--- src/rtl/sram_arb_pkg.sv ---
// Shared constants and types for the SRAM channel arbiter: instruction codes,
// per-channel owner encoding and the per-requester FSM states.
package sram_arb_pkg;

    localparam int N_SRAM = 4;
    localparam int N_REQ  = 2;

    localparam logic [7:0] INST_NOP   = 8'd0;
    localparam logic [7:0] INST_WRITE = 8'd2;
    localparam logic [7:0] INST_READ  = 8'd3;

    typedef enum logic [1:0] {
        OWN_FREE      = 2'b00,
        OWN_REQ0      = 2'b01,
        OWN_REQ1      = 2'b10,
        OWN_RELEASING = 2'b11
    } owner_e;

    typedef enum logic [2:0] {
        ST_IDLE,
        ST_WAIT,
        ST_OWN,
        ST_DRAIN,
        ST_RELEASE
    } req_state_e;

    function automatic owner_e owner_code(input int r);
        return (r == 0) ? OWN_REQ0 : OWN_REQ1;
    endfunction

endpackage

--- src/rtl/sram_channel_port.sv ---
// One SRAM channel: forwards the owner's command bundle, routes read-side
// signals back to the owner only, and tracks whether a transfer is in flight.
module sram_channel_port
    import sram_arb_pkg::*;
#(
    parameter int ADDR_W = 24
) (
    input  logic                          clk,
    input  logic                          reset,
    input  owner_e                        owner_i,
    input  logic [N_REQ-1:0][7:0]         r_inst_i,
    input  logic [N_REQ-1:0][ADDR_W-1:0]  r_address_i,
    input  logic [N_REQ-1:0][ADDR_W-1:0]  r_byte_length_i,
    input  logic [N_REQ-1:0]              r_write_in_i,
    output logic [N_REQ-1:0]              r_mem_out_o,
    output logic [N_REQ-1:0]              r_io_valid_o,
    output logic [N_REQ-1:0]              r_rw_done_o,
    output logic [7:0]                    inst_o,
    output logic [ADDR_W-1:0]             address_o,
    output logic [ADDR_W-1:0]             byte_length_o,
    output logic                          write_in_o,
    input  logic                          mem_out_i,
    input  logic                          io_valid_i,
    input  logic                          rw_done_i,
    output logic                          op_active_o,
    output logic [N_REQ-1:0]              illegal_o
);

    logic op_active_d, op_active_q;

    // Free and releasing channels match no requester, so they drive all zeros.
    always_comb begin
        inst_o        = INST_NOP;
        address_o     = '0;
        byte_length_o = '0;
        write_in_o    = 1'b0;
        r_mem_out_o   = '0;
        r_io_valid_o  = '0;
        r_rw_done_o   = '0;
        illegal_o     = '0;
        for (int r = 0; r < N_REQ; r++) begin
            if (owner_i == owner_code(r)) begin
                inst_o          = r_inst_i[r];
                address_o       = r_address_i[r];
                byte_length_o   = r_byte_length_i[r];
                write_in_o      = r_write_in_i[r];
                r_mem_out_o[r]  = mem_out_i;
                r_io_valid_o[r] = io_valid_i;
                r_rw_done_o[r]  = rw_done_i;
            end else if (r_inst_i[r] != INST_NOP) begin
                illegal_o[r] = 1'b1;
            end
        end
    end

    // Completion beats a same-cycle issue; a held inst re-arms on the next cycle.
    always_comb begin
        op_active_d = op_active_q;
        if (rw_done_i) begin
            op_active_d = 1'b0;
        end else if (inst_o != INST_NOP) begin
            op_active_d = 1'b1;
        end
    end

    always_ff @(posedge clk) begin
        if (reset) begin
            op_active_q <= 1'b0;
        end else begin
            op_active_q <= op_active_d;
        end
    end

    assign op_active_o = op_active_q;

endmodule

--- src/rtl/sram_channel_arbiter.sv ---
// Shares four serial SRAM channels between two requesters with atomic mask
// grants, round-robin tie breaking and a drain-before-release handshake.
module sram_channel_arbiter #(
    parameter int N_SRAM = sram_arb_pkg::N_SRAM,
    parameter int N_REQ  = sram_arb_pkg::N_REQ,
    parameter int ADDR_W = 24
) (
    input  logic                                    clk,
    input  logic                                    reset,
    input  logic [N_REQ-1:0]                        req_valid,
    input  logic [N_REQ-1:0][N_SRAM-1:0]            req_mask,
    input  logic [N_REQ-1:0]                        req_release,
    output logic [N_REQ-1:0]                        gnt,
    output logic [N_REQ-1:0]                        req_error,
    input  logic [N_REQ-1:0][N_SRAM-1:0][7:0]       r_inst,
    input  logic [N_REQ-1:0][N_SRAM-1:0][ADDR_W-1:0] r_address,
    input  logic [N_REQ-1:0][N_SRAM-1:0][ADDR_W-1:0] r_byte_length,
    input  logic [N_REQ-1:0][N_SRAM-1:0]            r_write_in,
    output logic [N_REQ-1:0][N_SRAM-1:0]            r_mem_out,
    output logic [N_REQ-1:0][N_SRAM-1:0]            r_io_valid,
    output logic [N_REQ-1:0][N_SRAM-1:0]            r_rw_done,
    output logic [N_SRAM-1:0][7:0]                  inst,
    output logic [N_SRAM-1:0][ADDR_W-1:0]           address,
    output logic [N_SRAM-1:0][ADDR_W-1:0]           byte_length,
    output logic [N_SRAM-1:0]                       write_in,
    input  logic [N_SRAM-1:0]                       mem_out,
    input  logic [N_SRAM-1:0]                       io_valid,
    input  logic [N_SRAM-1:0]                       rw_done,
    output logic [N_SRAM-1:0][1:0]                  channel_owner
);

    import sram_arb_pkg::*;

    req_state_e        state_q [N_REQ];
    logic [N_SRAM-1:0] mask_q  [N_REQ];
    owner_e            owner_q [N_SRAM];
    logic [N_REQ-1:0]  illegal [N_SRAM];
    logic [N_REQ-1:0]  gnt_q, err_q, err_d;
    logic [N_REQ-1:0]  grantable, grant, busy, bad_inst, leaving, to_drain;
    logic [N_SRAM-1:0] op_active;
    logic              rr_last_q, tie;

    for (genvar c = 0; c < N_SRAM; c++) begin : g_ch
        logic [N_REQ-1:0][7:0]        ch_inst;
        logic [N_REQ-1:0][ADDR_W-1:0] ch_addr, ch_len;
        logic [N_REQ-1:0]             ch_win, ch_mem, ch_iov, ch_done;

        for (genvar r = 0; r < N_REQ; r++) begin : g_req
            assign ch_inst[r]       = r_inst[r][c];
            assign ch_addr[r]       = r_address[r][c];
            assign ch_len[r]        = r_byte_length[r][c];
            assign ch_win[r]        = r_write_in[r][c];
            assign r_mem_out[r][c]  = ch_mem[r];
            assign r_io_valid[r][c] = ch_iov[r];
            assign r_rw_done[r][c]  = ch_done[r];
        end

        sram_channel_port #(.ADDR_W(ADDR_W)) u_port (
            .clk             (clk),
            .reset           (reset),
            .owner_i         (owner_q[c]),
            .r_inst_i        (ch_inst),
            .r_address_i     (ch_addr),
            .r_byte_length_i (ch_len),
            .r_write_in_i    (ch_win),
            .r_mem_out_o     (ch_mem),
            .r_io_valid_o    (ch_iov),
            .r_rw_done_o     (ch_done),
            .inst_o          (inst[c]),
            .address_o       (address[c]),
            .byte_length_o   (byte_length[c]),
            .write_in_o      (write_in[c]),
            .mem_out_i       (mem_out[c]),
            .io_valid_i      (io_valid[c]),
            .rw_done_i       (rw_done[c]),
            .op_active_o     (op_active[c]),
            .illegal_o       (illegal[c])
        );
    end

    always_comb begin
        for (int r = 0; r < N_REQ; r++) begin
            grantable[r] = (state_q[r] == ST_WAIT);
            busy[r]      = |(mask_q[r] & op_active);
            bad_inst[r]  = 1'b0;
            for (int c = 0; c < N_SRAM; c++) begin
                if (mask_q[r][c] && owner_q[c] != OWN_FREE) grantable[r] = 1'b0;
                if (illegal[c][r]) bad_inst[r] = 1'b1;
            end
            to_drain[r] = (state_q[r] == ST_OWN) && req_release[r] && busy[r];
            leaving[r]  = ((state_q[r] == ST_OWN) && req_release[r] && !busy[r]) ||
                          ((state_q[r] == ST_DRAIN) && !busy[r]);
            err_d[r]    = bad_inst[r] ||
                          (req_release[r] && state_q[r] != ST_OWN) ||
                          (state_q[r] == ST_IDLE && req_valid[r] && req_mask[r] == '0);
        end
        // Overlapping claims ready together: the requester that did not win last time goes.
        tie   = grantable[0] && grantable[1] && (|(mask_q[0] & mask_q[1]));
        grant = grantable;
        if (tie) grant[rr_last_q] = 1'b0;
    end

    always_ff @(posedge clk) begin
        if (reset) begin
            for (int r = 0; r < N_REQ; r++) state_q[r] <= ST_IDLE;
            for (int c = 0; c < N_SRAM; c++) owner_q[c] <= OWN_FREE;
            gnt_q     <= '0;
            err_q     <= '0;
            rr_last_q <= 1'b1;
        end else begin
            err_q <= err_d;
            if (tie) rr_last_q <= ~rr_last_q;
            for (int r = 0; r < N_REQ; r++) begin
                case (state_q[r])
                    ST_IDLE: begin
                        if (req_valid[r] && req_mask[r] != '0) begin
                            mask_q[r]  <= req_mask[r];
                            state_q[r] <= ST_WAIT;
                        end
                    end
                    ST_WAIT: begin
                        if (grant[r]) begin
                            state_q[r] <= ST_OWN;
                            gnt_q[r]   <= 1'b1;
                            for (int c = 0; c < N_SRAM; c++)
                                if (mask_q[r][c]) owner_q[c] <= owner_code(r);
                        end
                    end
                    ST_OWN, ST_DRAIN: begin
                        if (to_drain[r]) begin
                            state_q[r] <= ST_DRAIN;
                        end else if (leaving[r]) begin
                            state_q[r] <= ST_RELEASE;
                            gnt_q[r]   <= 1'b0;
                            for (int c = 0; c < N_SRAM; c++)
                                if (mask_q[r][c]) owner_q[c] <= OWN_RELEASING;
                        end
                    end
                    ST_RELEASE: begin
                        state_q[r] <= ST_IDLE;
                        for (int c = 0; c < N_SRAM; c++)
                            if (mask_q[r][c]) owner_q[c] <= OWN_FREE;
                    end
                    default: state_q[r] <= ST_IDLE;
                endcase
            end
        end
    end

    always_comb begin
        for (int c = 0; c < N_SRAM; c++) channel_owner[c] = owner_q[c];
    end

    assign gnt       = gnt_q;
    assign req_error = err_q;

endmodule

--- config.mk ---
export PLATFORM = sky130hd
export DESIGN_NAME = sram_channel_arbiter
export DESIGN_NICKNAME = d
export VERILOG_FILES = /design/src/rtl/sram_arb_pkg.sv /design/src/rtl/sram_channel_port.sv /design/src/rtl/sram_channel_arbiter.sv
export SDC_FILE = /design/constraint.sdc
export NUM_CORES = 1
export LEC_CHECK = 0
export ABC_AREA = 0
export BUFFER_PORTS_ARGS = -buffer_cell sky130_fd_sc_hd__clkbuf_2
export CORE_AREA = 5 5 285 287
export DETAILED_ROUTE_END_ITERATION = 8
export DIE_AREA = 0 0 290 292
export GPL_ROUTABILITY_DRIVEN = 0
export HOLD_SLACK_MARGIN = 0.1
export MAX_ROUTING_LAYER = met4
export PLACE_DENSITY = 0.34
export SYNTH_ARGS = -nofsm -noshare
export SYNTH_HDL_FRONTEND = slang
export SYNTH_SLANG_ARGS = --single-unit
--- constraint.sdc ---
create_clock -name clk -period 2.3 [get_ports clk]
set_clock_uncertainty 0.05 [all_clocks]
set_input_delay 0 -clock clk [delete_from_list [all_inputs] [get_ports clk]]
set_output_delay 0 -clock clk [all_outputs]
set_load 0.03 [all_outputs]
* Word-level counts from Yosys, hierarchy flattened
Memories as Yosys holds them, arrays and structs flattened.
Index checks and enable logic that the tools add are counted.
** Word-level totals
- Register bits :: 9
- RAM bits :: 22
- Output and inout bits :: 264
- Logic and storage cells :: 438
- Memories :: 3
** Memory list
- mask_q :: words 2, width 4, rd ports 2, clocked after memory_dff 0, write ports 2, line sram_channel_arbiter.sv:35 : logic [N_SRAM-1:0] mask_q [N_REQ];
- owner_q :: words 4, width 2, rd ports 4, clocked after memory_dff 0, write ports 4, line sram_channel_arbiter.sv:36 : owner_e owner_q [N_SRAM];
- state_q :: words 2, width 3, rd ports 2, clocked after memory_dff 0, write ports 2, line sram_channel_arbiter.sv:34 : req_state_e state_q [N_REQ];
** Operators by class
- Order comparisons :: 2
- Equal/unequal tests :: 24
- Mux-type cells :: 287
- Bitwise gates (word level) :: 42
- Reductions and logical operators :: 72
** Operators by type and width (count)
- $mux W24 :: 16
- $mux W1 :: 223
- $reduce_bool A8 Y1 :: 12
- $mux W8 :: 8
- $mux W2 :: 25
- $mux W3 :: 12
- $or A1 B1 Y1 :: 36
- $logic_and A1 B1 Y1 :: 27
- $and A4 B4 Y4 :: 3
- $eq A3 B2 Y1 const B :: 4
- $ne A2 B2 Y1 const B :: 6
- $reduce_bool A2 Y1 :: 6
- $reduce_or A2 Y1 :: 6
- $reduce_or A4 Y1 :: 3
- $reduce_or A5 Y1 :: 2
- $eq A2 B1 Y1 const B :: 4
- $eq A2 B2 Y1 const B :: 4
- $logic_not A4 Y1 :: 2
- $reduce_and A4 Y1 :: 2
- $reduce_bool A4 Y1 :: 2
- $eq A3 B1 Y1 const B :: 2
- $eq A3 B3 Y1 const B :: 2
- $logic_not A3 Y1 :: 2
- $logic_or A1 B1 Y1 :: 6
- other kinds (9) :: 12

* Longest topological paths before layout
Gate-level depths: netlist of run 1.
- Depth in word-level cells :: 19
- Gate-level depth with buffers :: 8
- Mapped depth without buffers :: 6

* By module
A second synthesis of run 1 with hierarchy kept.
** Second synthesis, totals
- Cells, all modules :: 536
- Area total of the unflattened synthesis :: 4488.1 sq um
** Modules (own cells, without submodules)
- sram_channel_port :: instances 4, cells an instance 90, area each 714.4 sq um
- sram_channel_arbiter :: instances 1, cells an instance 176, area each 1630.3 sq um

* Least setup slack after synthesis of run 1
Ideal clock, no wire load.
- Path type :: flip-flop to flip-flop
- From :: memory owner_q[1][1] in the netlist's numbering
- To :: memory owner_q[1][0] in the netlist's numbering (enable)
- Setup time :: 0.260 ns
- Arrival :: 1.908 ns
- Data required time :: 1.990 ns
- Setup slack :: 0.082 ns
- Cell stages (with the launch flop) :: 7
- Path buffers :: 0
- Period minus slack after synthesis :: 2.218 ns
- Path through :: edfxtp_1 o21ai_0 and3_1 a311oi_2 or3_1 a221oi_1 nand2_1
** RTL lines (line)
- from (decl) :: sram_channel_arbiter.sv:36

==> results of run 1 <==
-- layer usage --
metal | vias up | GRT usage | routed length [microns]
li1 | 3766 | - | -
met1 | 3896 | 0.1300 | 20260
met2 | 497 | 0.1611 | 21320
met3 | 35 | 0.07621 | 7728
met4 | 0 | 0.01480 | 719
met5 | - | - | 0
-- kinds of logic after synthesis --
kind of cell	after synthesis
buffers and inverters	75
xor gates and xnor gates	1
and+or+nand+nor	128
AOI/OAI and AO/OA	303
DFF	31
-- cells in the final DEF, fill, tap and decap left out, drive strengths merged, types with 5 or more instances in the layout --
master,netlist,layout
buf,19,49
edfxtp,16,16
dfxtp,15,15
nor2,18,18
a22oi,9,9
nand4,5,5
inv,8,8
nor4,25,25
a311oi,7,7
dlygate4sd3,0,17
o21ai,15,15
a22o,228,228
clkbuf,48,750
a21oi,17,17
diode,0,10
and2,24,24
nand2,18,18
nor2b,13,13
-- power breakdown --
| part | leakage, nW | internal, mW | switching, mW |
|---|---|---|---|
| logic | 4.80 | 3.50 | 7.66 |
| registers | 0.283 | 0.768 | 0.164 |
| clock network | 0.0650 | 0.393 | 0.255 |
-- metrics by stage --
step | cell area, sq um | utilization | hold WS, ns
CTS | 9991 | 0.1275 | 0.1485
floorplan | 4410 | - | 0.02802
global route | 10080 | 0.1286 | 0.1863
finish | 10080 | 0.1287 | 0.1376
global placement | 9681 | 0.1235 | 0.1534
detailed placement | 9681 | 0.1235 | 0.1572
-- how the worst max path moves through the flow --
| stage | endpoint | slack (ns) |
|---|---|---|
| finish | owner_q[2][1]$_SDFFE_PP0P_ | 0.07 |
| global route | owner_q[2][1]$_SDFFE_PP0P_ | -0.06 |
| global placement | state_q[0][0]$_SDFFCE_PP0P_ | 0.001 |
| CTS | owner_q[2][1]$_SDFFE_PP0P_ | 0.02 |
| detailed placement | state_q[1][0]$_DFFE_PP_ | 0.01 |
| floorplan | owner_q[1][0]$_DFFE_PP_ | 0.08 |
-- sequential cells by signal, summed over array words and instances, names as in the netlist --
register and cells:
g_ch.u_port.op_active_o 4, gnt 2, mask_q 8, owner_q 8, req_error 2, rr_last_q 1, state_q 6
-- critical path, delay by kind of cell, from the launching register on --
family | cells | cell delay, ns
compound gates | 5 | 1.48
flops | 1 | 0.50
simple gates | 1 | 0.12
-- final cells by class --
type,count,share of cell area
clock buffer,5,0.01241
sequential,31,0.07744
tap,1050,0.1303
inverter,8,0.002978
antenna,10,0.002482
timing repair buffer,811,0.4322
clock inverter,3,0.001489
multi-input combinational,433,0.3407
-- what timing repair did --
item,CTS,global route
pin swaps,1,2
resized for setup,0,16
hold buffers,17,0
hold endpoints to repair,14,0
cloned,0,1
endpoints found under the setup margin,1,15
==> summary.txt, run 1 <==
Run status
  – Outcome: finished clean

Clock tree
  – Clk root buf: clkbuf_16
  – Worst-skew pair later-pin latency: approximately 0.28 ns
  – Deepest level of the CTS H-tree: 2
  – # Post-CTS Setup Buffers: 0
  – CTS max path bufs: 2
  – TritonCTS clock tree: yes
  – Number of sinks driven by the clock tree: 31
  – Clk slew on worst S/H paths: around 0.06 ns
  – Inserted Clock Buffers: 5

Final layout
  – # fillers: 9,237
  – Growth of design area from synthesis to finish: 128.6%
  – FF+latch area: between 700 and 800 sq um
  – Filler-free cell count of the finished design: roughly 2.4k
  – Nets: around 1.8k
  – Total area of multi-input combinational cells: 0.003435 sq mm
  – Share of final-layout standard cells stronger than drive strength 1: 0.6476

Timing
  – Period utilization: 0.9711
  – Worst-margin pin slew: 0.5566 ns
  – Headroom to the max-slew limit: 0.6194
  – Maximum operating frequency: around 450 MHz
  – Unrepaired setup endpoints after global routing: yes
  – Final worst setup slack: ~0.066 ns
  – Final hold viol count: 0
  – Final setup fails: 0
  – Total Negative Setup Slacks: 0 ns
  – Max-slew violation count: 0
  – Time the worst path needs with I/O delays and setup: 2.234 ns

Yosys
  – Main combinational cell family by area after synthesis: compound AO/OA/AOI/OAI gates
  – Multiplexer share of the synthesized area: 0
  – Number of flops mapped to enable cells by yosys: 16
  – Synthesized-area fraction occupied by ao, oa, aoi and oai cells: 0.5799
  – Cells after Synth: 538
  – Xor and xnor fraction of the mapped netlist area: 0.001986
  – Library cells used by synthesis: approximately 60
  – Fraction of the mapped netlist area in simple logic gates: 0.1691
  – Cell types with the largest area share after synthesis: a22o_1 (45%), edfxtp_1 (11%), dfxtp_1 (6.8%)
  – Part of the Yosys area used for sequential elements: 0.1770
  – Async set-or-reset flop fraction in the synthesized netlist: 0
  – Arithmetic-cell share of the synthesized area counting full adders, half adders and majority gates: 0
  – Avg Cell Area, Syn: around 8.2 sq um
  – Synthesis-stage register bit count: 31
  – Cell area after synthesis: around 0.0044 sq mm
  – Primary flip-flop cell chosen by synthesis mapping: edfxtp_1
  – Post-synth top area share: 0.4528
  – Synth warn: 0
  – Synthesized netlist net count: around 1k
  – Most frequent cell after synthesis: a22o_1
  – Cell type contributing the most total cell area after synthesis: a22o_1
  – Top post-synthesis cells by count: a22o_1 (228), clkbuf_1 (48), nor4_1 (25)

Power
  – Max rail drop VDD: about 0.00053 V
  – Overall power consumption: 12.75 mW
  – Power density over the cells: 1264 mW/mm^2
  – Leakage: a little over 5 nW

Floorplanning
  – Total die area: around 0.085 sq mm
  – Initial Util: 0.05629
  – Core Footprint: 0.07836 sq mm
  – Die boundary width: just under 300 microns
  – Count of standard-cell rows: 103
  – Vertical die dimension: approximately 290 microns
  – Top-level port count: about 750

Critical path
  – Critical register-to-register path startpoint: mask_q[0][4]$_DFFE_PP_
  – Crit path arrival time: 2.38 ns
  – Number of cell instances on the worst register-to-register path: 6
  – Worst R2R End: owner_q[2][1]$_SDFFE_PP0P_
  – Critical path fanouts, max: 7
  – Crit end category: register
  – CP peak stage delay: ~0.50 ns
  – Worst setup path class: register to register
  – Type of origin of the critical path: register
  – Source of the critical timing path: mask_q[0][4]$_DFFE_PP_
  – Required time at the worst-slack endpoint: between 2 and 2.5 ns
  – Cell with the most instances on the worst path: a211oi_4
  – Series of cell instances along the critical path: a22oi_2 -> a211oi_4 -> a211oi_4 -> nand2_1 -> a311o_1 -> a311oi_1
  – Flop-to-flop setup slack: around 0.066 ns
  – Critical path's slowest cell: edfxtp_1

Placement
  – Sum of net half-perimeters after detailed placement: 45.42 mm
  – Number of port buffers: roughly 750
  – Dpl cells: roughly 2.3k
  – Dpl ws: between 0.01 and 0.015 ns

Min path
  – Worst hold path endpoint: state_q[1][2]$_SDFFCE_PP0P_
  – Hold Path Cell Cnt: 3
  – Startpoint of the worst hold path: req_valid[1]
  – Worst hold path type: input pin to register

Route
  – Ratio of routed vias to standard cells: 3.485
  – Via count: ~8k
  – # DRC: 0
  – Number of nets with antenna violations after routing: 0
  – Mean routed wirelength per cell: between 20 and 25 microns
  – Number of violations reported at the end of detailed-routing iteration 0: ~500
  – First-pass DRT Iterations: 5
  – Total wirelength of the detailed-routed design: between 50 and 60 mm

Job
  – Maxcap violations: 0

Global route
  – Number of antenna violations at the first check in global routing: 17
  – Global-route usage over all layers: 0.1110
  – First-pass GRT wire length: about 66 mm
  – Pin count of the biggest net entering global routing: 53
  – Number of global-route vias before repair: 8,256
  – Residual overflow from global routing: 0
(Power assumes the default switching activity.)
==> run 2: changes to the inputs <==
--- a/config.mk
+++ b/config.mk
@@ -6,7 +6,7 @@
 export NUM_CORES = 1
 export LEC_CHECK = 0
 export ABC_AREA = 0
-export BUFFER_PORTS_ARGS = -buffer_cell sky130_fd_sc_hd__clkbuf_2
+export BUFFER_PORTS_ARGS = -buffer_cell sky130_fd_sc_hd__buf_2
 export CORE_AREA = 5 5 285 287
 export DETAILED_ROUTE_END_ITERATION = 8
 export DIE_AREA = 0 0 290 292
==> run 2 against run 1 <==
Critical path depth up 2. Highest routed layer unchanged. Critical endpoint unchanged. Non-clock buffer count grew 6. Count of clock-buffer cells in the layout unchanged. Combinational power barely moved. Largest cell class unchanged.
==> summary.txt, run 2 (same netlist as run 1, synthesis figures left out) <==
Route
  – Ratio of routed vias to standard cells: about 3.5
  – Number of violations reported at the end of detailed-routing iteration 0: 527
  – # DRC: 0
  – First-pass DRT Iterations: 5
  – Number of nets with antenna violations after routing: 0
  – Via count: 8,226
  – Mean routed wirelength per cell: about 21 microns
  – Total wirelength of the detailed-routed design: between 50 and 60 mm

Final layout
  – Commonest cells after routing, fill and taps aside: buf_2 (745), a22o_1 (228), buf_4 (48)
  – Commonest non-fill, non-tap cell in the layout: buf_2
  – Total non-filler cell area in the finished layout: a little over 0.01 sq mm
  – Nets: 1,778
  – Growth of design area from synthesis to finish: 129.5%
  – Largest registers: mask_q x8, owner_q x8, state_q x6
  – Share of final-layout standard cells stronger than drive strength 1: 0.6497

Timing
  – Period utilization: 0.9658
  – Max-slew violation count: 0
  – Maximum operating frequency: ~450 MHz
  – Headroom to the max-slew limit: 0.5309
  – Final hold viol count: 0
  – Worst-margin pin slew: slightly below 0.7 ns
  – Unrepaired setup endpoints after global routing: yes
  – Time the worst path needs with I/O delays and setup: roughly 2.2 ns
  – Final setup fails: 0

Critical path
  – Buffers plus inverters on the worst setup path: 2
  – Critical path fanouts, max: 8
  – Crit end category: register
  – Critical path's slowest cell: edfxtp_1
  – Worst setup path class: register to register
  – Crit path arrival time: about 2.4 ns
  – Dominant delay contributor by cell family on the critical path: compound AO/OA/AOI/OAI gates
  – Type of origin of the critical path: register
  – Flop-to-flop setup slack: between 0.07 and 0.08 ns
  – Series of cell instances along the critical path: buf_6 -> a22oi_1 -> nand2_1 -> nor4b_4 -> buf_6 -> nand2_1 -> a311o_1 -> a311oi_1
  – Required time at the worst-slack endpoint: between 2 and 2.5 ns
  – CP peak stage delay: 0.49 ns

Floorplanning
  – Count of standard-cell rows: about 100
  – Initial Util: 0.05629
  – Die boundary width: ~290 microns
  – Core Footprint: 0.07836 sq mm
  – Top-level port count: 746
  – Total die area: between 0.08 and 0.09 sq mm
  – Vertical die dimension: about 290 microns

Clock tree
  – TritonCTS clock tree: yes
  – CTS max path bufs: 2
  – Clk root buf: clkbuf_16
  – Worst-skew pair later-pin latency: 0.28 ns
  – Number of sinks driven by the clock tree: 31
  – Inserted Clock Buffers: 5
  – Deepest level of the CTS H-tree: 2
  – Clk slew on worst S/H paths: around 0.050 ns

Power
  – Logic pwr share: 0.879
  – Overall power consumption: 12.80 mW
  – Net switching share of the total power: 0.6289
  – Sequential fraction of design power: 0.072
  – Max rail drop VDD: ~0.00057 V
  – Portion of total power attributed to the clock network: 0.049
  – Power density over the cells: approximately 1300 mW/mm^2
  – Leakage: roughly 5.2 nW
  – Reported net switching power: 8.050 mW
  – Int Power: roughly 4.7 mW

Global route
  – First-pass GRT wire length: between 60 and 70 mm
  – Pin count of the biggest net entering global routing: 53
  – Global-route usage over all layers: 0.1112
  – Number of antenna violations at the first check in global routing: 24
  – Number of global-route vias before repair: between 8k and 9k
  – Residual overflow from global routing: 0

Placement
  – Sum of net half-perimeters after detailed placement: between 40 and 50 mm
  – Post-detailed-placement cell area: roughly 0.0097 sq mm
  – Number of port buffers: 745

Run status
  – Outcome: finished clean

Job
  – Maxcap violations: 0

Min path
  – Worst hold path type: input pin to register
-- run 2: cell types whose count changed in the layout (fill, tap and decap cells not counted), moves of 2 or more --
cell,delta
dlygate4sd3_1,-2
buf_4,+7
buf_2,+745
diode_2,+3
clkbuf_2,-745
buf_6,+2
-- run 2: routing by layer --
layer | vias to the layer above | GRT usage | wire, microns
li1 | 3790 | - | -
met1 | 3907 | 0.1324 | 19940
met2 | 492 | 0.1630 | 21650
met3 | 37 | 0.07195 | 8134
met4 | 0 | 0.01259 | 584
met5 | - | - | 0
-- run 2: worst paths after layout --
kind | startpoint | endpoint | cells past startpoint
worst max register to register | mask_q[0][1]$_DFFE_PP_ | owner_q[2][1]$_SDFFE_PP0P_ | 8
worst min register to register | gnt[1]$_SDFFE_PP0P_ | gnt[1]$_SDFFE_PP0P_ | 2
worst min-delay path | req_valid[1] | state_q[1][0]$_DFFE_PP_ | 3
worst max-delay path | mask_q[0][1]$_DFFE_PP_ | owner_q[2][1]$_SDFFE_PP0P_ | 8
-- run 2: final cells by class --
class                      instances  area (sq um)
clock buffer                       5         125.1
tap                             1050          1314
fill                            9236         68230
inverter                           8         30.03
antenna                           13         32.53
timing repair buffer             817          4393
clock inverter                     2         8.758
multi-input combinational        433          3437
sequential                        31         780.7
-- run 2: through the flow --
step | hold WS (ns) | instances | setup slack [ns] | utilization | setup TNS, ns
floorplan | 0.02802 | 538 | 0.08220 | - | 0
global placement | 0.1505 | 2318 | 0.01748 | 0.1237 | 0
detailed placement | 0.1469 | 2318 | 0.03558 | 0.1237 | 0
CTS | 0.1320 | 2340 | 0.01145 | 0.1273 | 0
global route | 0.1417 | 2354 | -0.006527 | 0.1290 | -0.007233
finish | 0.1311 | 2359 | 0.07869 | 0.1292 | 0
-- run 2: worst min-delay path, delay by kind of cell --
family,cells,cell delay (ns)
AND/OR/NAND/NOR,2,0.22
buffers and inverters,1,0.10
-- run 2: what timing repair did --
action / 4_1_cts / 5_1_grt
gates resized for setup: 0 / 18
setup buffers: 0 / 5
hold buffers: 15 / 0
endpoints found under the hold margin: 14 / 0
setup endpoints to repair: 0 / 20
-- run 2: power groups by stage --
| stage | sequential, mW | clock [mW] | combinational (mW) |
|---|---|---|---|
| floorplan | 1.07 | 0 | 6.72 |
| global placement | 0.915 | 0 | 11.2 |
| detailed placement | 0.921 | 0 | 11.1 |
| CTS | 0.910 | 0.647 | 11.2 |
| global route | 0.937 | 0.669 | 11.9 |
| finish | 0.917 | 0.630 | 11.3 |
==> run 3: changes to the inputs <==
--- a/config.mk
+++ b/config.mk
@@ -7,13 +7,14 @@
 export LEC_CHECK = 0
 export ABC_AREA = 0
 export BUFFER_PORTS_ARGS = -buffer_cell sky130_fd_sc_hd__buf_2
-export CORE_AREA = 5 5 285 287
+export CORE_AREA = 5 5 291 293
 export DETAILED_ROUTE_END_ITERATION = 8
-export DIE_AREA = 0 0 290 292
+export DIE_AREA = 0 0 296 298
 export GPL_ROUTABILITY_DRIVEN = 0
 export HOLD_SLACK_MARGIN = 0.1
 export MAX_ROUTING_LAYER = met4
-export PLACE_DENSITY = 0.34
+export PLACE_DENSITY = 0.33
 export SYNTH_ARGS = -nofsm -noshare
 export SYNTH_HDL_FRONTEND = slang
+export SYNTH_HIERARCHICAL = 1
 export SYNTH_SLANG_ARGS = --single-unit
==> run 3 against run 2 <==
Synthesized cell count down 0.37%. Via count up 1.5%. Sequential cell count unchanged. Power up 3.7%. Largest cell class unchanged. Combinational power about the same. Critical path type unchanged.
==> summary.txt, run 3 <==
Run status
  – Outcome: finished clean

Floorplanning
  – Total die area: 0.08821 sq mm
  – Initial Util: 0.05501
  – Die boundary width: approximately 300 microns
  – Count of standard-cell rows: 105
  – Top-level port count: ~750
  – Core Footprint: between 0.08 and 0.09 sq mm
  – Vertical die dimension: roughly 300 microns

Critical path
  – Buffers plus inverters on the worst setup path: 1
  – Worst setup path class: register to register
  – Crit end category: register
  – Crit path arrival time: around 2.2 ns
  – Flop-to-flop setup slack: 0.09 ns
  – Critical path fanouts, max: 6
  – Critical register-to-register path startpoint: owner_q[2][0]$_SDFFE_PP0P_
  – Series of cell instances along the critical path: o21ai_0 -> nand3_1 -> or2_1 -> o21ai_2 -> nor4_1 -> buf_4 -> o41ai_1
  – Number of cell instances on the worst register-to-register path: 7
  – Dominant delay contributor by cell family on the critical path: compound AO/OA/AOI/OAI gates
  – Critical path's slowest cell: dfxtp_1
  – CP peak stage delay: a little under 0.4 ns
  – Required time at the worst-slack endpoint: 2.32 ns
  – Type of origin of the critical path: register
  – Worst R2R End: state_q[1][0]$_DFFE_PP_

Route
  – Mean routed wirelength per cell: ~23 microns
  – Ratio of routed vias to standard cells: 3.510
  – Number of violations reported at the end of detailed-routing iteration 0: 590
  – # DRC: 0
  – Via count: between 8k and 9k
  – Total wirelength of the detailed-routed design: between 50 and 60 mm
  – First-pass DRT Iterations: 5
  – Number of nets with antenna violations after routing: 0

Yosys
  – Top post-synthesis cells by count: a22o_1 (228), buf_2 (58), and2_1 (27)
  – Synthesis-stage register bit count: 31
  – Post-synth top area share: 0.4449
  – Synthesized netlist net count: 1,018
  – Library cells used by synthesis: 59
  – Cell type contributing the most total cell area after synthesis: a22o_1
  – Number of flops mapped to enable cells by yosys: 16
  – Avg Cell Area, Syn: approximately 8.4 sq um
  – Cell types with the largest area share after synthesis: a22o_1 (44%), edfxtp_1 (11%), dfxtp_1 (6.7%)
  – Synth warn: 6
  – Cell area after synthesis: around 0.0045 sq mm
  – Most frequent cell after synthesis: a22o_1
  – Primary flip-flop cell chosen by synthesis mapping: edfxtp_1
  – Cells after Synth: about 540
  – Part of the Yosys area used for sequential elements: 0.1740
  – Async set-or-reset flop fraction in the synthesized netlist: 0

Clock tree
  – Clk root buf: clkbuf_16
  – Post-cts gate resize count: 0
  – TritonCTS clock tree: yes
  – CTS max path bufs: 2
  – Deepest level of the CTS H-tree: 2
  – Worst-skew pair later-pin latency: approximately 0.28 ns
  – Clk slew on worst S/H paths: around 0.060 ns
  – Number of sinks driven by the clock tree: 31
  – Inserted Clock Buffers: 5

Timing
  – Time the worst path needs with I/O delays and setup: between 2 and 2.5 ns
  – Maximum operating frequency: ~450 MHz
  – Headroom to the max-slew limit: 0.6839
  – Final hold viol count: 0
  – Final setup fails: 0
  – Max-slew violation count: 0
  – Worst-margin pin slew: roughly 0.47 ns
  – Total Negative Setup Slacks: 0 ns
  – Period utilization: 0.9590
  – Unrepaired setup endpoints after global routing: yes

Final layout
  – Largest registers: mask_q x8, owner_q x8, state_q x6
  – Nets: ~1.8k
  – Share of final-layout standard cells stronger than drive strength 1: 0.6432
  – Growth of design area from synthesis to finish: 126.4%
  – Commonest non-fill, non-tap cell in the layout: buf_2
  – Commonest cells after routing, fill and taps aside: buf_2 (745), a22o_1 (228), buf_4 (42)
  – Filler-free cell count of the finished design: roughly 2.4k
  – Final cell utilization of the core: 0.1246

Power
  – Net switching share of the total power: 0.6281
  – Overall power consumption: between 10 and 15 mW
  – Leakage: roughly 5.3 nW
  – Reported net switching power: ~8.3 mW
  – Portion of total power attributed to the clock network: 0.060
  – Logic pwr share: 0.866
  – Sequential fraction of design power: 0.074
  – Int Power: approximately 4.9 mW
  – Max rail drop VDD: between 0.0004 and 0.0005 V
  – Power density over the cells: ~1300 mW/mm^2

Global route
  – First-pass GRT wire length: just under 70 mm
  – Residual overflow from global routing: 0
  – Pin count of the biggest net entering global routing: 56
  – Global-route usage over all layers: 0.1146
  – Number of antenna violations at the first check in global routing: 31
  – Number of global-route vias before repair: about 8k

Min path
  – Worst hold path type: input pin to register
  – Hold Path Cell Cnt: 4
  – Worst hold path endpoint: g_ch[1].u_port/op_active_o$_SDFFE_PP0P_
  – Startpoint of the worst hold path: r_inst[43]

Placement
  – Dpl cells: approximately 2.3k
  – Sum of net half-perimeters after detailed placement: between 40 and 50 mm
  – Number of port buffers: 745

Job
  – Maxcap violations: 0
-- run 3: cell types whose count changed in the layout (fill, tap and decap cells not counted), sizes merged, moves of 4 or more --
cell | before | now
a311oi | 7 | 1
inv | 8 | 4
and2 | 24 | 28
o31a | 0 | 4
buf | 802 | 795
a21boi | 1 | 8
-- run 3: cells by family after synthesis --
group,share of synthesized area
xor gates and xnor gates,0.001952
and+or+nand+nor,0.1829
DFF,0.1740
AOI/OAI and AO/OA,0.5715
buffers and inverters,0.06969
-- run 3: through the flow --
step	setup slack, ns	hold WS [ns]	instance area (sq um)
after floorplan	0.1879	0.04887	4488
after global placement	0.06238	0.1580	9741
after detailed placement	0.1212	0.1515	9741
after CTS	0.1043	0.1134	10070
after global routing	-0.02439	0.1602	10160
final	0.09440	0.1100	10160
-- run 3: layout make-up --
class                      count  area (sq um)
inverter                       4         15.01
tap                         1070          1339
timing repair buffer         811          4364
fill                        9465         71420
antenna                       14         35.03
clock inverter                 2         35.03
clock buffer                   6         138.9
multi-input combinational    441          3455
sequential                    31         780.7
-- run 3: how the worst max path moves through the flow --
| stage | depth (start not counted) | from | endpoint |
|---|---|---|---|
| after floorplan | 5 | owner_q[1][1]$_DFFE_PP_ | state_q[0][0]$_SDFFCE_PP0P_ |
| after global placement | 7 | mask_q[0][0]$_DFFE_PP_ | state_q[1][0]$_DFFE_PP_ |
| after detailed placement | 7 | mask_q[0][0]$_DFFE_PP_ | state_q[1][0]$_DFFE_PP_ |
| after CTS | 7 | mask_q[0][0]$_DFFE_PP_ | state_q[1][0]$_DFFE_PP_ |
| after global routing | 6 | mask_q[0][0]$_DFFE_PP_ | owner_q[1][1]$_DFFE_PP_ |
| final | 7 | owner_q[2][0]$_SDFFE_PP0P_ | state_q[1][0]$_DFFE_PP_ |
-- run 3: worst reg2reg max path, cell delays in order, from the launching register on --
cell and delay (ns):
dfxtp_1 0.39, o21ai_0 0.27, nand3_1 0.21, or2_1 0.29
o21ai_2 0.21, nor4_1 0.08, buf_4 0.14, o41ai_1 0.35
-- run 3: per-layer routing --
layer | part of all wire | vias up | track usage
met5 | 0 | - | -
met4 | 0.021 | 0 | 0.02111
met3 | 0.12 | 49 | 0.04767
met2 | 0.43 | 543 | 0.1723
met1 | 0.43 | 3983 | 0.1458
li1 | - | 3775 | -
-- run 3: power groups by stage --
| stage | registers, mW | clock network (mW) | logic, mW |
|---|---|---|---|
| finish | 0.984 | 0.790 | 11.5 |
| global route | 1.01 | 0.832 | 12.2 |
| CTS | 0.988 | 0.809 | 11.6 |
| detailed placement | 0.996 | 0 | 11.5 |
| global placement | 0.994 | 0 | 11.6 |
| floorplan | 1.06 | 0 | 6.92 |
-- run 3: repair_timing --
action / in CTS / in global routing
setup endpoints to repair: 0 / 9
hold buffers: 16 / 0
buffers inserted: 0 / 7
endpoints found under the hold margin: 16 / 0
